`config.mk`:
```
export PLATFORM = sky130hd
export DESIGN_NAME = isw_and_share_driver
export DESIGN_NICKNAME = d
export VERILOG_FILES = /design/src/rtl/isw_pkg.sv /design/src/rtl/isw_prng_xorshift64.sv /design/src/rtl/isw_and_share_driver.sv
export SDC_FILE = /design/constraint.sdc
export NUM_CORES = 1
export LEC_CHECK = 0
export BUFFER_PORTS_ARGS = -buffer_cell sky130_fd_sc_hd__buf_2
export CAP_MARGIN = 25
export CELL_PAD_IN_SITES_DETAIL_PLACEMENT = 0
export CELL_PAD_IN_SITES_GLOBAL_PLACEMENT = 2
export CORE_MARGIN = 4
export CORE_UTILIZATION = 42
export CTS_CLUSTER_SIZE = 28
export DETAILED_ROUTE_END_ITERATION = 8
export HOLD_SLACK_MARGIN = 0.05
export PLACE_DENSITY_LB_ADDON = 0.15
export SYNTH_ARGS = -nofsm -noshare
export SYNTH_HDL_FRONTEND = slang
export SYNTH_HIERARCHICAL = 1
export SYNTH_SLANG_ARGS = --single-unit
```
`constraint.sdc`:
```
create_clock -name clk_i -period 7.16 [get_ports clk_i]
set_input_delay 1.074 -clock clk_i [delete_from_list [all_inputs] [get_ports clk_i]]
set_output_delay 1.074 -clock clk_i [all_outputs]
set_load 0.02 [all_outputs]
```
`src/rtl/isw_pkg.sv`:
```
// Shared definitions for the ISW AND share driver: default widths/seed, FSM states
// and the xorshift64 step used by the mask generator.
package isw_pkg;

    localparam int DEFAULT_WIDTH = 8;
    localparam logic [63:0] DEFAULT_SEED = 64'h9E3779B97F4A7C15;

    typedef enum logic [1:0] {
        IDLE = 2'd0,
        HOLD = 2'd1,
        CAPT = 2'd2,
        DONE = 2'd3
    } state_e;

    function automatic logic [63:0] xorshift64_next(input logic [63:0] s);
        logic [63:0] t;
        t = s ^ (s << 13);
        t = t ^ (t >> 7);
        t = t ^ (t << 17);
        return t;
    endfunction

endpackage

```
`src/rtl/isw_prng_xorshift64.sv`:
```
// xorshift64 mask generator: holds its word until strobed; a zero seed would lock the
// generator at zero forever, so it is swapped for the default constant.
module isw_prng_xorshift64
    import isw_pkg::*;
#(
    parameter logic [63:0] SEED = DEFAULT_SEED
) (
    input  logic        clk_i,
    input  logic        rst_i,
    input  logic        advance_i,
    output logic [63:0] state_o
);

    localparam logic [63:0] RESET_STATE = (SEED == 64'd0) ? DEFAULT_SEED : SEED;

    logic [63:0] state_q;

    always_ff @(posedge clk_i or posedge rst_i) begin
        if (rst_i) begin
            state_q <= RESET_STATE;
        end else if (advance_i) begin
            state_q <= xorshift64_next(state_q);
        end
    end

    assign state_o = state_q;

endmodule

```
`src/rtl/isw_and_share_driver.sv`:
```
// Sequencer for the 3-share ISW AND gadget: shares operands, holds gadget inputs for the
// gadget latency, captures Q shares. Build macro ISW_AND_UNMASK_CHECK_EN adds z_o/err_o.
module isw_and_share_driver
    import isw_pkg::*;
#(
    parameter int          WIDTH = DEFAULT_WIDTH,
    parameter int          LAT   = 2,
    parameter logic [63:0] SEED  = DEFAULT_SEED
) (
    input  logic             clk_i,
    input  logic             rst_i,
    input  logic             in_valid_i,
    output logic             in_ready_o,
    input  logic [WIDTH-1:0] x_i,
    input  logic [WIDTH-1:0] y_i,
    output logic [WIDTH-1:0] X0_o,
    output logic [WIDTH-1:0] X1_o,
    output logic [WIDTH-1:0] X2_o,
    output logic [WIDTH-1:0] Y0_o,
    output logic [WIDTH-1:0] Y1_o,
    output logic [WIDTH-1:0] Y2_o,
    output logic [WIDTH-1:0] R01_o,
    output logic [WIDTH-1:0] R02_o,
    output logic [WIDTH-1:0] R12_o,
    input  logic [WIDTH-1:0] Q0_i,
    input  logic [WIDTH-1:0] Q1_i,
    input  logic [WIDTH-1:0] Q2_i,
    output logic             out_valid_o,
    input  logic             out_ready_i,
    output logic [WIDTH-1:0] Q0_o,
    output logic [WIDTH-1:0] Q1_o,
    output logic [WIDTH-1:0] Q2_o
`ifdef ISW_AND_UNMASK_CHECK_EN
    ,
    output logic [WIDTH-1:0] z_o,
    output logic             err_o
`endif
);

    localparam int CNT_W = $clog2(LAT + 1);
    localparam logic [CNT_W-1:0] CNT_ONE  = 1;
    localparam logic [CNT_W-1:0] CNT_LAST = CNT_W'(LAT - 1);

    state_e state_q, state_d;
    logic [CNT_W-1:0] cnt_q, cnt_d;
    logic [2:0][WIDTH-1:0] xSh_q, xSh_d, ySh_q, ySh_d, rnd_q, rnd_d, qSh_q, qSh_d;
    logic advance;
    logic [63:0] prngWord;
    logic [7:0] unusedByte;
    logic [WIDTH-1:0] mx1, mx2, my1, my2;

    isw_prng_xorshift64 #(.SEED(SEED)) uPrng (
        .clk_i     (clk_i),
        .rst_i     (rst_i),
        .advance_i (advance),
        .state_o   (prngWord)
    );

    // Each mask/random takes the low WIDTH bits of its byte lane; the top byte is spare.
    assign mx1        = prngWord[0  +: WIDTH];
    assign mx2        = prngWord[8  +: WIDTH];
    assign my1        = prngWord[16 +: WIDTH];
    assign my2        = prngWord[24 +: WIDTH];
    assign unusedByte = prngWord[63:56];

`ifdef ISW_AND_UNMASK_CHECK_EN
    logic [WIDTH-1:0] xPt_q, xPt_d, yPt_q, yPt_d, z_q, z_d, unmasked;
    logic err_q, err_d;
    assign unmasked = Q0_i ^ Q1_i ^ Q2_i;
`endif

    always_comb begin
        state_d = state_q;
        cnt_d   = cnt_q;
        xSh_d   = xSh_q;
        ySh_d   = ySh_q;
        rnd_d   = rnd_q;
        qSh_d   = qSh_q;
        advance = 1'b0;
`ifdef ISW_AND_UNMASK_CHECK_EN
        xPt_d = xPt_q;
        yPt_d = yPt_q;
        z_d   = z_q;
        err_d = err_q;
`endif
        case (state_q)
            IDLE: begin
                if (in_valid_i) begin
                    advance = 1'b1;
                    xSh_d   = {mx2, mx1, x_i ^ mx1 ^ mx2};
                    ySh_d   = {my2, my1, y_i ^ my1 ^ my2};
                    rnd_d   = {prngWord[48 +: WIDTH], prngWord[40 +: WIDTH], prngWord[32 +: WIDTH]};
                    cnt_d   = '0;
                    state_d = HOLD;
`ifdef ISW_AND_UNMASK_CHECK_EN
                    xPt_d = x_i;
                    yPt_d = y_i;
`endif
                end
            end
            HOLD: begin
                cnt_d = cnt_q + CNT_ONE;
                if (cnt_q == CNT_LAST) begin
                    state_d = CAPT;
                end
            end
            CAPT: begin
                qSh_d   = {Q2_i, Q1_i, Q0_i};
                xSh_d   = '0;
                ySh_d   = '0;
                rnd_d   = '0;
                state_d = DONE;
`ifdef ISW_AND_UNMASK_CHECK_EN
                z_d   = unmasked;
                err_d = (unmasked != (xPt_q & yPt_q));
`endif
            end
            DONE: begin
                if (out_ready_i) begin
                    qSh_d   = '0;
                    state_d = IDLE;
`ifdef ISW_AND_UNMASK_CHECK_EN
                    xPt_d = '0;
                    yPt_d = '0;
                    z_d   = '0;
                    err_d = 1'b0;
`endif
                end
            end
            default: state_d = IDLE;
        endcase
    end

    always_ff @(posedge clk_i or posedge rst_i) begin
        if (rst_i) begin
            state_q <= IDLE;
            cnt_q   <= '0;
            xSh_q   <= '0;
            ySh_q   <= '0;
            rnd_q   <= '0;
            qSh_q   <= '0;
`ifdef ISW_AND_UNMASK_CHECK_EN
            xPt_q <= '0;
            yPt_q <= '0;
            z_q   <= '0;
            err_q <= 1'b0;
`endif
        end else begin
            state_q <= state_d;
            cnt_q   <= cnt_d;
            xSh_q   <= xSh_d;
            ySh_q   <= ySh_d;
            rnd_q   <= rnd_d;
            qSh_q   <= qSh_d;
`ifdef ISW_AND_UNMASK_CHECK_EN
            xPt_q <= xPt_d;
            yPt_q <= yPt_d;
            z_q   <= z_d;
            err_q <= err_d;
`endif
        end
    end

    assign in_ready_o  = (state_q == IDLE);
    assign out_valid_o = (state_q == DONE);
    assign X0_o  = xSh_q[0];
    assign X1_o  = xSh_q[1];
    assign X2_o  = xSh_q[2];
    assign Y0_o  = ySh_q[0];
    assign Y1_o  = ySh_q[1];
    assign Y2_o  = ySh_q[2];
    assign R01_o = rnd_q[0];
    assign R02_o = rnd_q[1];
    assign R12_o = rnd_q[2];
    assign Q0_o  = qSh_q[0];
    assign Q1_o  = qSh_q[1];
    assign Q2_o  = qSh_q[2];
`ifdef ISW_AND_UNMASK_CHECK_EN
    assign z_o   = z_q;
    assign err_o = err_q;
`endif

endmodule

```
======== Word-level counts from Yosys, hierarchy flattened ========
Index checks and enable logic that the tools add are counted.
word-level totals
  word-level logic and storage cells ...... 54
  input bits .............................. 44
  flip-flop bits (word level) ............. 164
operators by class
  $add $sub $neg .......................... 1
  bitwise logic cells ..................... 7
  muxes and demuxes ....................... 16
  equality and inequality tests ........... 7
  reductions and logical operators ........ 8
operators by type and width
  operator               number
  $pmux W24 S2           4
  $xor A64 B64 Y64       2
  $mux W24               4
  $xor A64 B57 Y64       1
  $xor A8 B8 Y8          4
  $mux W2                4
  $pmux W2 S4            1
  $reduce_and A2 Y1      3
  $reduce_bool A2 Y1     3
  $eq A2 B1 Y1 const B   2
  $eq A2 B2 Y1 const B   2
  $ne A2 B2 Y1 const B   2
  $pmux W2 S2            1
  $reduce_and A3 Y1      1
  $add A2 B1 Y2 const B  1
  $logic_not A2 Y1       1
  $mux W1                2
  $ne A2 B1 Y1 const B   1

======== Depth between registers and ports, before layout ========
Gate-level depths: netlist (run 1).
  depth after elaboration ................. 4
  mapped depth ............................ 7
  depth with buffers taken out ............ 6

======== By module ========
The synthesis (run 1) kept the hierarchy.
by module, submodules not included
  module                cells an instance  times used  area an instance (um^2)
  isw_prng_xorshift64   374                1           4,755.8
  isw_and_share_driver  276                1           3,980.1

======== Worst setup path after synthesis (run 1) ========
OpenSTA, ideal clock, no wires.
  kind .................................... input -> register
  from .................................... input port in_valid_i
  to ...................................... register uPrng.state_q[1] (netlist: uPrng/state_o[1])
  data required time ...................... 7.033 ns
  slack ................................... 5.009 ns
  library setup time ...................... 0.127 ns
  path buffers ............................ 2
  arrival time ............................ 2.024 ns
  stages on the path ...................... 5
  cell sequence ........................... and2_1 buf_2 buf_1 nand2_1 xnor2_1
on the way
  longest elaborated chain between the ends .. 2
ends and longest elaborated chain
  what                  line                        text
  from (decl)           isw_and_share_driver.sv:12  input logic in_valid_i,
  $mux W1               isw_and_share_driver.sv:88  if (in_valid_i) begin
  $mux W1               isw_and_share_driver.sv:86  case (state_q)
  to (signal assigned)  isw_prng_xorshift64.sv:22   state_q <= xorshift64_next(state_q);
  to (decl)             isw_prng_xorshift64.sv:16   logic [63:0] state_q;
Every way passes these cells.
A chain may end at the register's enable or synchronous reset.

======== Worst setup path after layout (run 1) ========
  from .................................... register state_q[0]
  to ...................................... output port in_ready_o
on the way
  longest elaborated chain between the ends .. 1
ends and longest elaborated chain
  what                    line                         text
  from (decl)             isw_and_share_driver.sv:44   state_e state_q, state_d;
  from (signal assigned)  isw_and_share_driver.sv:149  state_q <= state_d;
  $logic_not A2 Y1        isw_and_share_driver.sv:164  assign in_ready_o = (state_q == IDLE);
  to (decl)               isw_and_share_driver.sv:13   output logic in_ready_o,
Every way passes these cells.

==> results of run 1 <==
==> metrics by stage <==
| step | utilization (%) | hold WS, ps | std cells |
|---|---|---|---|
| floorplan | - | 447 | 650 |
| global placement | 46.6 | 463 | 1006 |
| detailed placement | 46.6 | 478 | 1006 |
| CTS | 49.2 | 496 | 1038 |
| global route | 49.3 | 507 | 1039 |
| finish | 49.3 | 490 | 1039 |
==> routing by layer <==
metal	track usage (%)	part of all wire (%)	vias up
met1	24.8	48	2609
met4	5.14	1.1	0
met3	3.38	3.4	17
met2	27.2	47	95
li1	-	-	2415
met5	0	0	-
==> registers in the layout (all words and copies together) (netlist names) <==
| register | cells |
|---|---|
| Q1_o | 8 |
| R02_o | 8 |
| X1_o | 8 |
| R01_o | 8 |
| Y0_o | 8 |
| state_q | 2 |
| Y2_o | 8 |
| X0_o | 8 |
| uPrng/state_o | 64 |
| X2_o | 8 |
| Y1_o | 8 |
| cnt_q | 2 |
| Q2_o | 8 |
| Q0_o | 8 |
| R12_o | 8 |
==> area by class of cell <==
class	instances	area [um^2]	area share [%]
multi-input cells	416	4210	42.0
flip-flops and latches	164	4150	41.4
repair buffers	148	766	7.63
clock buffers	23	478	4.76
well taps	270	338	3.37
clock inverters	9	55.1	0.549
inverters	9	36.3	0.362
==> logic make-up after synthesis <==
kind of cell / Yosys count
adders and majority gates: 5
buffers and inverters: 70
and+or+nand+nor: 69
xor gates and xnor gates: 229
muxes: 5
AOI/OAI and AO/OA: 108
DFF: 164
==> worst min-delay path by stage <==
stage | cells past startpoint | to | startpoint
2_1_floorplan | 1 | uPrng/state_o[61] | uPrng/state_o[61]
3_3_place_gp | 1 | uPrng/state_o[61] | uPrng/state_o[61]
3_5_place_dp | 1 | Q1_o[4] | Q1_o[4]
4_1_cts | 1 | uPrng/state_o[62] | uPrng/state_o[62]
5_1_grt | 1 | uPrng/state_o[63] | uPrng/state_o[63]
6_report | 1 | uPrng/state_o[56] | uPrng/state_o[56]
==> power by group <==
group          leakage (nW)  switching, mW  internal [mW]  total (mW)
combinational          2.62           1.55           2.36        3.91
sequential             2.03          0.649           1.44        2.09
clock                 0.255          0.367          0.468       0.835
total                  4.90           2.57           4.26        6.83
==> layout by cell type, fill, tap and decap left out, types with 4 or more instances in the layout <==
master,instances
a22o_1,96
nor2b_1,4
buf_2,141
clkinvlp_4,4
clkinv_2,5
xnor2_1,139
dfstp_2,38
nand2b_1,9
inv_1,6
a21oi_1,4
xor3_1,8
xnor3_1,47
dfrtp_1,126
clkbuf_16,17
xor2_1,28
nor2_1,5
nand2_1,49
buf_4,6
xor3_2,4
ha_1,5
==> results.yml, run 1 <==
run_status:
  status: "finished, final reports clean"
final_layout:
  synthToLayoutAreaGrowth_pct: 14.9
  drive_gt1_share_pct: 30.2
  antennaDiodeCount: 0
  fill_cells: 1815
  nNetsFinal: 805
  fin_area_um2: 10000
yosys:
  synth_seq_cells: 164
  yosys_warnings: 6
  syn_nets: 699
  netlist.area_leader.share_pct: 36.1
  synth_top_family_by_area: "XOR/XNOR gates"
  synth_area_um2: 8740
  synth_top_cell_by_area: "dfrtp_1"
  synthMuxAreaShare_pct: 0.616
  ys_seq_area_share_pct: 47.5
  synth_compound_area_share_pct: 10.5
  synthFlopType: "dfrtp_1"
  synthAdderAreaFrac_pct: 0.716
  synth.top_cells.by_count: "xnor2_1 (139), dfrtp_1 (126), a22o_1 (96), nand2_1 (49), xnor3_1 (47)"
  yosysMostFrequentCell: "xnor2_1"
  synth_cell_types: 32
  synth_async_sr_flop_share_pct: 100
  synth_area_leaders: "dfrtp_1 (36%), xnor2_1 (14%), xnor3_1 (12%), dfstp_2 (11%), a22o_1 (9.6%)"
  synth_cells: 650
  yosys.area_share.simple_pct: 3.51
  synth_edf_count: 0
  synth_xor_area_share_pct: 32.7
  synth.avg_cell_area_um2: 13.4
placement:
  dp_hpwl_mm: 13.5
  place_ws_ps: 4210
  gp_congestion: 0.758
  place_area_um2: 9490
  io_buffers: 141
critical_path:
  r2r_start: "state_q[0]"
  cp_cell_sequence: "inv_1 -> ha_1 -> buf_2"
  critPathMaxFanout: 6
  crit_path_end: "in_ready_o"
  critPathLaunch: "state_q[0]"
  cp-end-kind: "primary output"
  crit_slowest_cell: "dfrtp_1"
  critical_path_class: "flop to primary output"
  worstReg2RegEnd: "X2_o[0]"
  required_ps: 6090
  max_stage_delay_ps: 410
  critPathBufInv: 2
  cp-start-kind: "flop"
  cpLargestDelayFamily: "flip-flops"
  reg2reg_slack_ps: 4690
  arrival_ps: 1440
  reg2reg_depth: 7
  path_depth: 3
power_and_ir_drop:
  p_leak_nw: 4.90
  cellPowerDensity_nw_per_um2: 681
  power_mw: 6.83
  irDropWorstVdd_uv: 231
timing:
  fin_crit_sh_pct: 35.1
  clock-skew-final_ps: 8.45
  timing.fmax_mhz: 398
  timing.final.ws_setup_ps: 4650
  post-route-min-period_ps: 2510
  tightest_slew_ps: 855
  relSlewSlack_pct: 43.0
  hold_viol_final: 0
  final.setup.tns_ps: 0
  maxSlewViolCount: 0
  setup_viol: 0
  rsz0062_at_grt: "false"
clock_network:
  cts.hold.buffers_added: 0
  cts_root_buf: "clkbuf_16"
  numCtsBuffers: 17
  cts-resized-gates: 0
  cts_buffer_depth: 2
  cts_tree: "done"
  cts_setup_buffers: 0
  path_clk_slew_ps: 60
  htree_levels: 4
  clock_sinks: 164
  clock_latency_ps: 420
detailed_routing:
  ant_nets: 0
  drc_errors: 0
  wl_per_cell_um: 18.8
  dr_total_vias: 5136
  drt-total-wl_mm: 19.6
  routed_via_density: 4.94
  drt_iter0_markers: 292
  drt_pass1_iterations: 4
die:
  start_util_pct: 42.9
  fp.dieW_um: 152
  top_level_ports: 142
  core_um2: 20400
  dieArea_um2: 23200
  fp.dieH_um: 152
  rows: 52
grt:
  antenna_found_initial: 0
  grt_overflow: 0
  grt_pass1_vias: 5410
  grt_max_degree: 73
  grt_util_all_layers_pct: 17.4
  grt_pass1_wl_mm: 31.9
min_path:
  min_path_type: "flop to flop"
flow_run:
  max_cap_violations: 0
Power figures use the tool's default switching activity.
==> run 2, diff against run 1 <==
ABC_AREA = 1   (was unset)
CORE_UTILIZATION = 28   (was 42)
clock period = 2.1 ns   (was 7.16 ns; I/O delays follow)
==> run 2 against run 1 <==
Via count up 83%; synthesized cell count up 130%; wire length up 70%; count of clock-buffer cells in the layout down 4; power rose to 3.3 times the previous value; sequential power rose to 3.2 times the previous value; cell count up 100%; largest power group unchanged.
==> results.yml, run 2 <==
timing:
  post-route-min-period_ps: 1830
  setup_viol: 0
  clock-skew-final_ps: 11.8
  final.setup.tns_ps: 0
  rsz0062_at_grt: "false"
  tightest_slew_ps: 498
  maxSlewViolCount: 0
  timing.final.ws_setup_ps: 268
  timing.fmax_mhz: 546
  hold_viol_final: 0
  relSlewSlack_pct: 66.8
  fin_crit_sh_pct: 87.2
  hold_ws_ps: 104
yosys:
  synth_seq_cells: 164
  synth_area_um2: 9520
  synth.avg_cell_area_um2: 6.46
  yosysMostFrequentCell: "nand2_1"
  yosys_warnings: 6
  synth_area_leaders: "nand2_1 (34%), dfrtp_1 (33%), dfstp_2 (10%), nand3_1 (6.6%), inv_1 (5.4%)"
  ys_seq_area_share_pct: 43.6
  synth_cell_types: 22
  synth.top_cells.by_count: "nand2_1 (850), inv_1 (136), dfrtp_1 (126), nand3_1 (125), o21ai_0 (47)"
  synth_async_sr_flop_share_pct: 100
  synth_top_cell_by_area: "nand2_1"
  netlist.area_leader.share_pct: 33.5
  synthFlopType: "dfrtp_1"
  syn_nets: 1523
  synth_edf_count: 0
  synth_cells: 1474
run_status:
  status: "finished, final reports clean"
clock_network:
  htree_levels: 4
  cts_buffer_depth: 2
  cts_tree: "done"
  cts-resized-gates: 0
  path_clk_slew_ps: 70
  cts_root_buf: "clkbuf_16"
  cts_setup_buffers: 0
  clock_latency_ps: 450
  clock_sinks: 164
  numCtsBuffers: 17
grt:
  antenna_found_initial: 0
  grt_pass1_vias: 8938
  grt_max_degree: 69
  grt_util_all_layers_pct: 18.2
  grt_overflow: 0
  grt_pass1_wl_mm: 51.5
final_layout:
  layout.cells.most_common: "nand2_1"
  multiInputGateArea_um2: 4590
  synthToLayoutAreaGrowth_pct: 20.7
  largest_reg_flops: 64
  nNetsFinal: 1669
  fin_cells: 2081
  final_core_util_pct: 34.3
  antennaDiodeCount: 0
  drive_gt1_share_pct: 17.8
  final_cell_mix: "nand2_1 (850), buf_2 (141), inv_1 (133)"
  seqCellArea_um2: 4150
  fin_area_um2: 11500
  fill_cells: 3662
power_and_ir_drop:
  switchingPower_mw: 11.9
  p_leak_nw: 6.61
  irDropWorstVdd_uv: 781
  seqPwrFrac_pct: 30.0
  cellPowerDensity_nw_per_um2: 1950
  sw_frac_of_total_pct: 53.2
  pwr-share-clk_pct: 15.2
  p_int_mw: 10.5
  power_mw: 22.4
  combPwrFrac_pct: 54.8
critical_path:
  cp-start-kind: "flop"
  critPathMaxFanout: 65
  critical_path_class: "flop to flop"
  cp-end-kind: "flop"
  reg2reg_depth: 8
  required_ps: 2470
  arrival_ps: 2200
  reg2reg_slack_ps: 270
placement:
  dp_hpwl_mm: 25.8
  place_area_um2: 10900
  place_ws_ps: 285
  io_buffers: 141
  gp_congestion: 0.818
  dp_cells: 2048
detailed_routing:
  drt_pass1_iterations: 5
  drt_iter0_markers: 444
  wl_per_cell_um: 16.0
  routed_via_density: 4.51
  dr_total_vias: 9376
  drc_errors: 0
  drt-total-wl_mm: 33.3
  ant_nets: 0
die:
  top_level_ports: 142
  fp.dieH_um: 192
  dieArea_um2: 37000
  fp.dieW_um: 192
  core_um2: 33500
  start_util_pct: 28.4
  rows: 67
flow_run:
  max_cap_violations: 0
min_path:
  min_path_type: "input port to flop"
  holdPathStages: 3
-- run 2: cell count changes after synthesis, moves of 44 or more --
cell and change:
nand3_1 +125, inv_1 +128, nand2_1 +801, xnor2_1 -139, o21ai_0 +44, a22o_1 -96
xnor3_1 -47
-- run 2: per-layer routing --
layer / vias to the layer above / global-route usage (%) / wire length (um)
met3: 19 / 2.62 / 1230
met2: 185 / 30.3 / 15400
met5: - / 0 / 0
met1: 4356 / 25.1 / 16300
li1: 4816 / - / -
met4: 0 / 4.33 / 414
-- run 2: cells by family after synthesis --
| kind of cell | Yosys count | synth area share [%] |
|---|---|---|
| buffers and inverters | 202 | 8.32 |
| AND/OR/NAND/NOR | 1006 | 42.0 |
| XOR/XNOR | 6 | 0.552 |
| flip-flops | 164 | 43.6 |
| adder cells (fa/ha/maj) | 5 | 0.657 |
| AO/OA/AOI/OAI | 91 | 4.89 |
-- run 2: final cells by class --
cell class / instances / area share [%]
clock buffers: 19 / 3.94
clock inverters: 13 / 1.48
inverters: 168 / 5.52
multi-input cells: 1108 / 39.9
flip-flops and latches: 164 / 36.1
well taps: 448 / 4.88
repair buffers: 161 / 8.12
-- run 2: final timing paths --
path | start | endpoint
worst max-delay path | state_q[0] | uPrng/state_o[17]
worst min-delay path | Q1_i[1] | Q1_o[1]
worst max register to register | state_q[0] | uPrng/state_o[17]
worst min register to register | R01_o[7] | R01_o[7]
max in group asynchronous | rst_i | uPrng/state_o[37]
min in group asynchronous | rst_i | uPrng/state_o[33]
-- run 2: power groups by stage --
stage | sequential (mW) | combinational [mW] | clock, mW
after floorplan | 6.76 | 7.89 | 0
after global placement | 6.78 | 12.2 | 0
after detailed placement | 6.81 | 12.4 | 0
after CTS | 6.77 | 12.4 | 3.54
after global routing | 6.99 | 14.0 | 3.67
final | 6.71 | 12.3 | 3.41
-- run 2: worst max-delay path, cell delays in order (launching register included) --
cell and delay [ps]:
dfrtp_1 420, inv_1 90, ha_1 290, nand2_1 170, inv_2 120, buf_12 290, and2_1 190, nand2_1 50
o211ai_1 90
-- run 2: repair_timing --
action                                 in CTS  in global routing
hold buffers                                1                  0
endpoints found under the hold margin      81                  0
setup endpoints to repair                   0                  0
==> run 3, diff against run 2 <==
CORE_UTILIZATION = 31   (was 28)
SETUP_SLACK_MARGIN = 0.4   (was unset)
clock period = 1.8 ns   (was 2.1 ns; I/O delays follow)
==> run 3 against run 2 <==
Clock power grew 13%; utilization grew 9.8 points; sequential share of layout area is 4.6 points lower; critical path depth decreased by 5; power is 37% higher; critical endpoint is now in_ready_o; combinational power rose by 57%; die area shrank 9.3%; critical path type is now flop to primary output; register-to-register slack lost 20 ps; hold slack got worse by 39 ps; setup slack got worse by 31 ps; clock skew about the same; non-clock buffer count grew 87.
==> results.yml, run 3 (same netlist as run 2, synthesis figures left out) <==
critical_path:
  critPathBufInv: 2
  crit_slowest_cell: "dfrtp_2"
  critical_path_class: "flop to primary output"
  cp_cell_sequence: "inv_2 -> ha_4 -> buf_6"
  required_ps: 1530
  cpLargestDelayFamily: "flip-flops"
  max_stage_delay_ps: 440
  critPathMaxFanout: 5
  cp-end-kind: "primary output"
  reg2reg_slack_ps: 250
  cp-start-kind: "flop"
  arrival_ps: 1290
clock_network:
  cts_tree: "done"
  numCtsBuffers: 17
  clock_latency_ps: 450
  path_clk_slew_ps: 70
  cts_root_buf: "clkbuf_16"
  htree_levels: 4
  clock_sinks: 164
  cts_buffer_depth: 2
final_layout:
  layout.cells.most_common: "nand2_1"
  drive_gt1_share_pct: 29.6
  largest_reg_flops: 64
  fin_area_um2: 13200
  nNetsFinal: 1756
  final_cell_mix: "nand2_1 (775), buf_2 (139), inv_1 (123)"
  antennaDiodeCount: 0
  fin_cells: 2110
  synthToLayoutAreaGrowth_pct: 38.6
  final_core_util_pct: 44.0
timing:
  hold_ws_ps: 64.6
  timing.fmax_mhz: 640
  maxSlewViolCount: 0
  clock-skew-final_ps: 12.0
  relSlewSlack_pct: 73.1
  hold_viol_final: 0
  timing.final.ws_setup_ps: 237
  final.setup.tns_ps: 0
  rsz0062_at_grt: "true"
  setup_viol: 0
  tightest_slew_ps: 403
  fin_crit_sh_pct: 86.8
  post-route-min-period_ps: 1560
flow_run:
  max_cap_violations: 0
die:
  start_util_pct: 31.8
  fp.dieW_um: 183
  fp.dieH_um: 183
  top_level_ports: 142
  core_um2: 30000
  dieArea_um2: 33600
  rows: 63
detailed_routing:
  wl_per_cell_um: 17.2
  drt_pass1_iterations: 5
  ant_nets: 0
  drt_iter0_markers: 481
  routed_via_density: 4.74
  drt-total-wl_mm: 36.3
  drc_errors: 0
  dr_total_vias: 10000
grt:
  antenna_found_initial: 0
  grt_util_all_layers_pct: 20.8
  grt_pass1_vias: 9453
  grt_max_degree: 56
  grt_overflow: 0
  grt_pass1_wl_mm: 54.0
min_path:
  min_path_type: "input port to flop"
run_status:
  status: "finished, final reports clean"
placement:
  place_area_um2: 10900
  gp_congestion: 0.824
  place_ws_ps: 163
  io_buffers: 141
  dp_hpwl_mm: 25.1
  dp_cells: 1996
power_and_ir_drop:
  cellPowerDensity_nw_per_um2: 2320
  power_mw: 30.6
  p_leak_nw: 7.35
  irDropWorstVdd_uv: 848
## run 3: cell count changes in the layout (fill, tap and decap cells not counted), moves of 13 or more
cell | before | now
o21ai_2 | 0 | 25
nand2_2 | 23 | 84
nand2_1 | 850 | 775
o21ai_0 | 47 | 13
nand2_4 | 0 | 14
buf_4 | 13 | 53
buf_12 | 6 | 19
## run 3: repair_timing
action	4_1_cts	5_1_grt
gates cloned	8	13
setup endpoints to repair	162	166
gates resized for setup	88	145
hold buffers	6	0
buffers inserted	45	10
hold endpoints to repair	113	0
pin swaps	9	18
## run 3: area by class of cell
class                   instances  area [um^2]
clock inverters                14          165
well taps                     390          488
multi-input cells            1108         5060
clock buffers                  18          439
fillers                      3170        16800
repair buffers                248         2210
inverters                     168          666
flip-flops and latches        164         4170
## run 3: path summary, 6_finish.rpt
check	start	endpoint	cells past startpoint
min in group asynchronous	rst_i	uPrng/state_o[33]	3
setup / recovery	state_q[0]	in_ready_o	3
hold / removal	Q0_i[2]	Q0_o[2]	3
max in group asynchronous	rst_i	uPrng/state_o[28]	4
hold reg to reg	R12_o[3]	R12_o[3]	2
setup reg to reg	state_q[0]	X0_o[1]	9
## run 3: worst reg2reg max path: stages (launching register included)
cell and delay, ps:
dfrtp_2 440, inv_2 90, ha_4 180, nand2_4 100
nor2_4 160, buf_12 130, buf_4 110, buf_8 120
nand3_1 90, nand2_1 70
## run 3: report_power, final
part	switching (mW)	leakage (nW)	internal, mW
combinational	12.1	5.03	7.19
clock	1.73	0.290	2.12
sequential	1.85	2.03	5.61
## run 3: per-layer routing
layer / GRT usage [%] / share of wire [%]
met4: 4.83 / 1.6
met5: 0 / 0
met1: 28.2 / 47
met2: 35.2 / 47
met3: 3.15 / 4.5
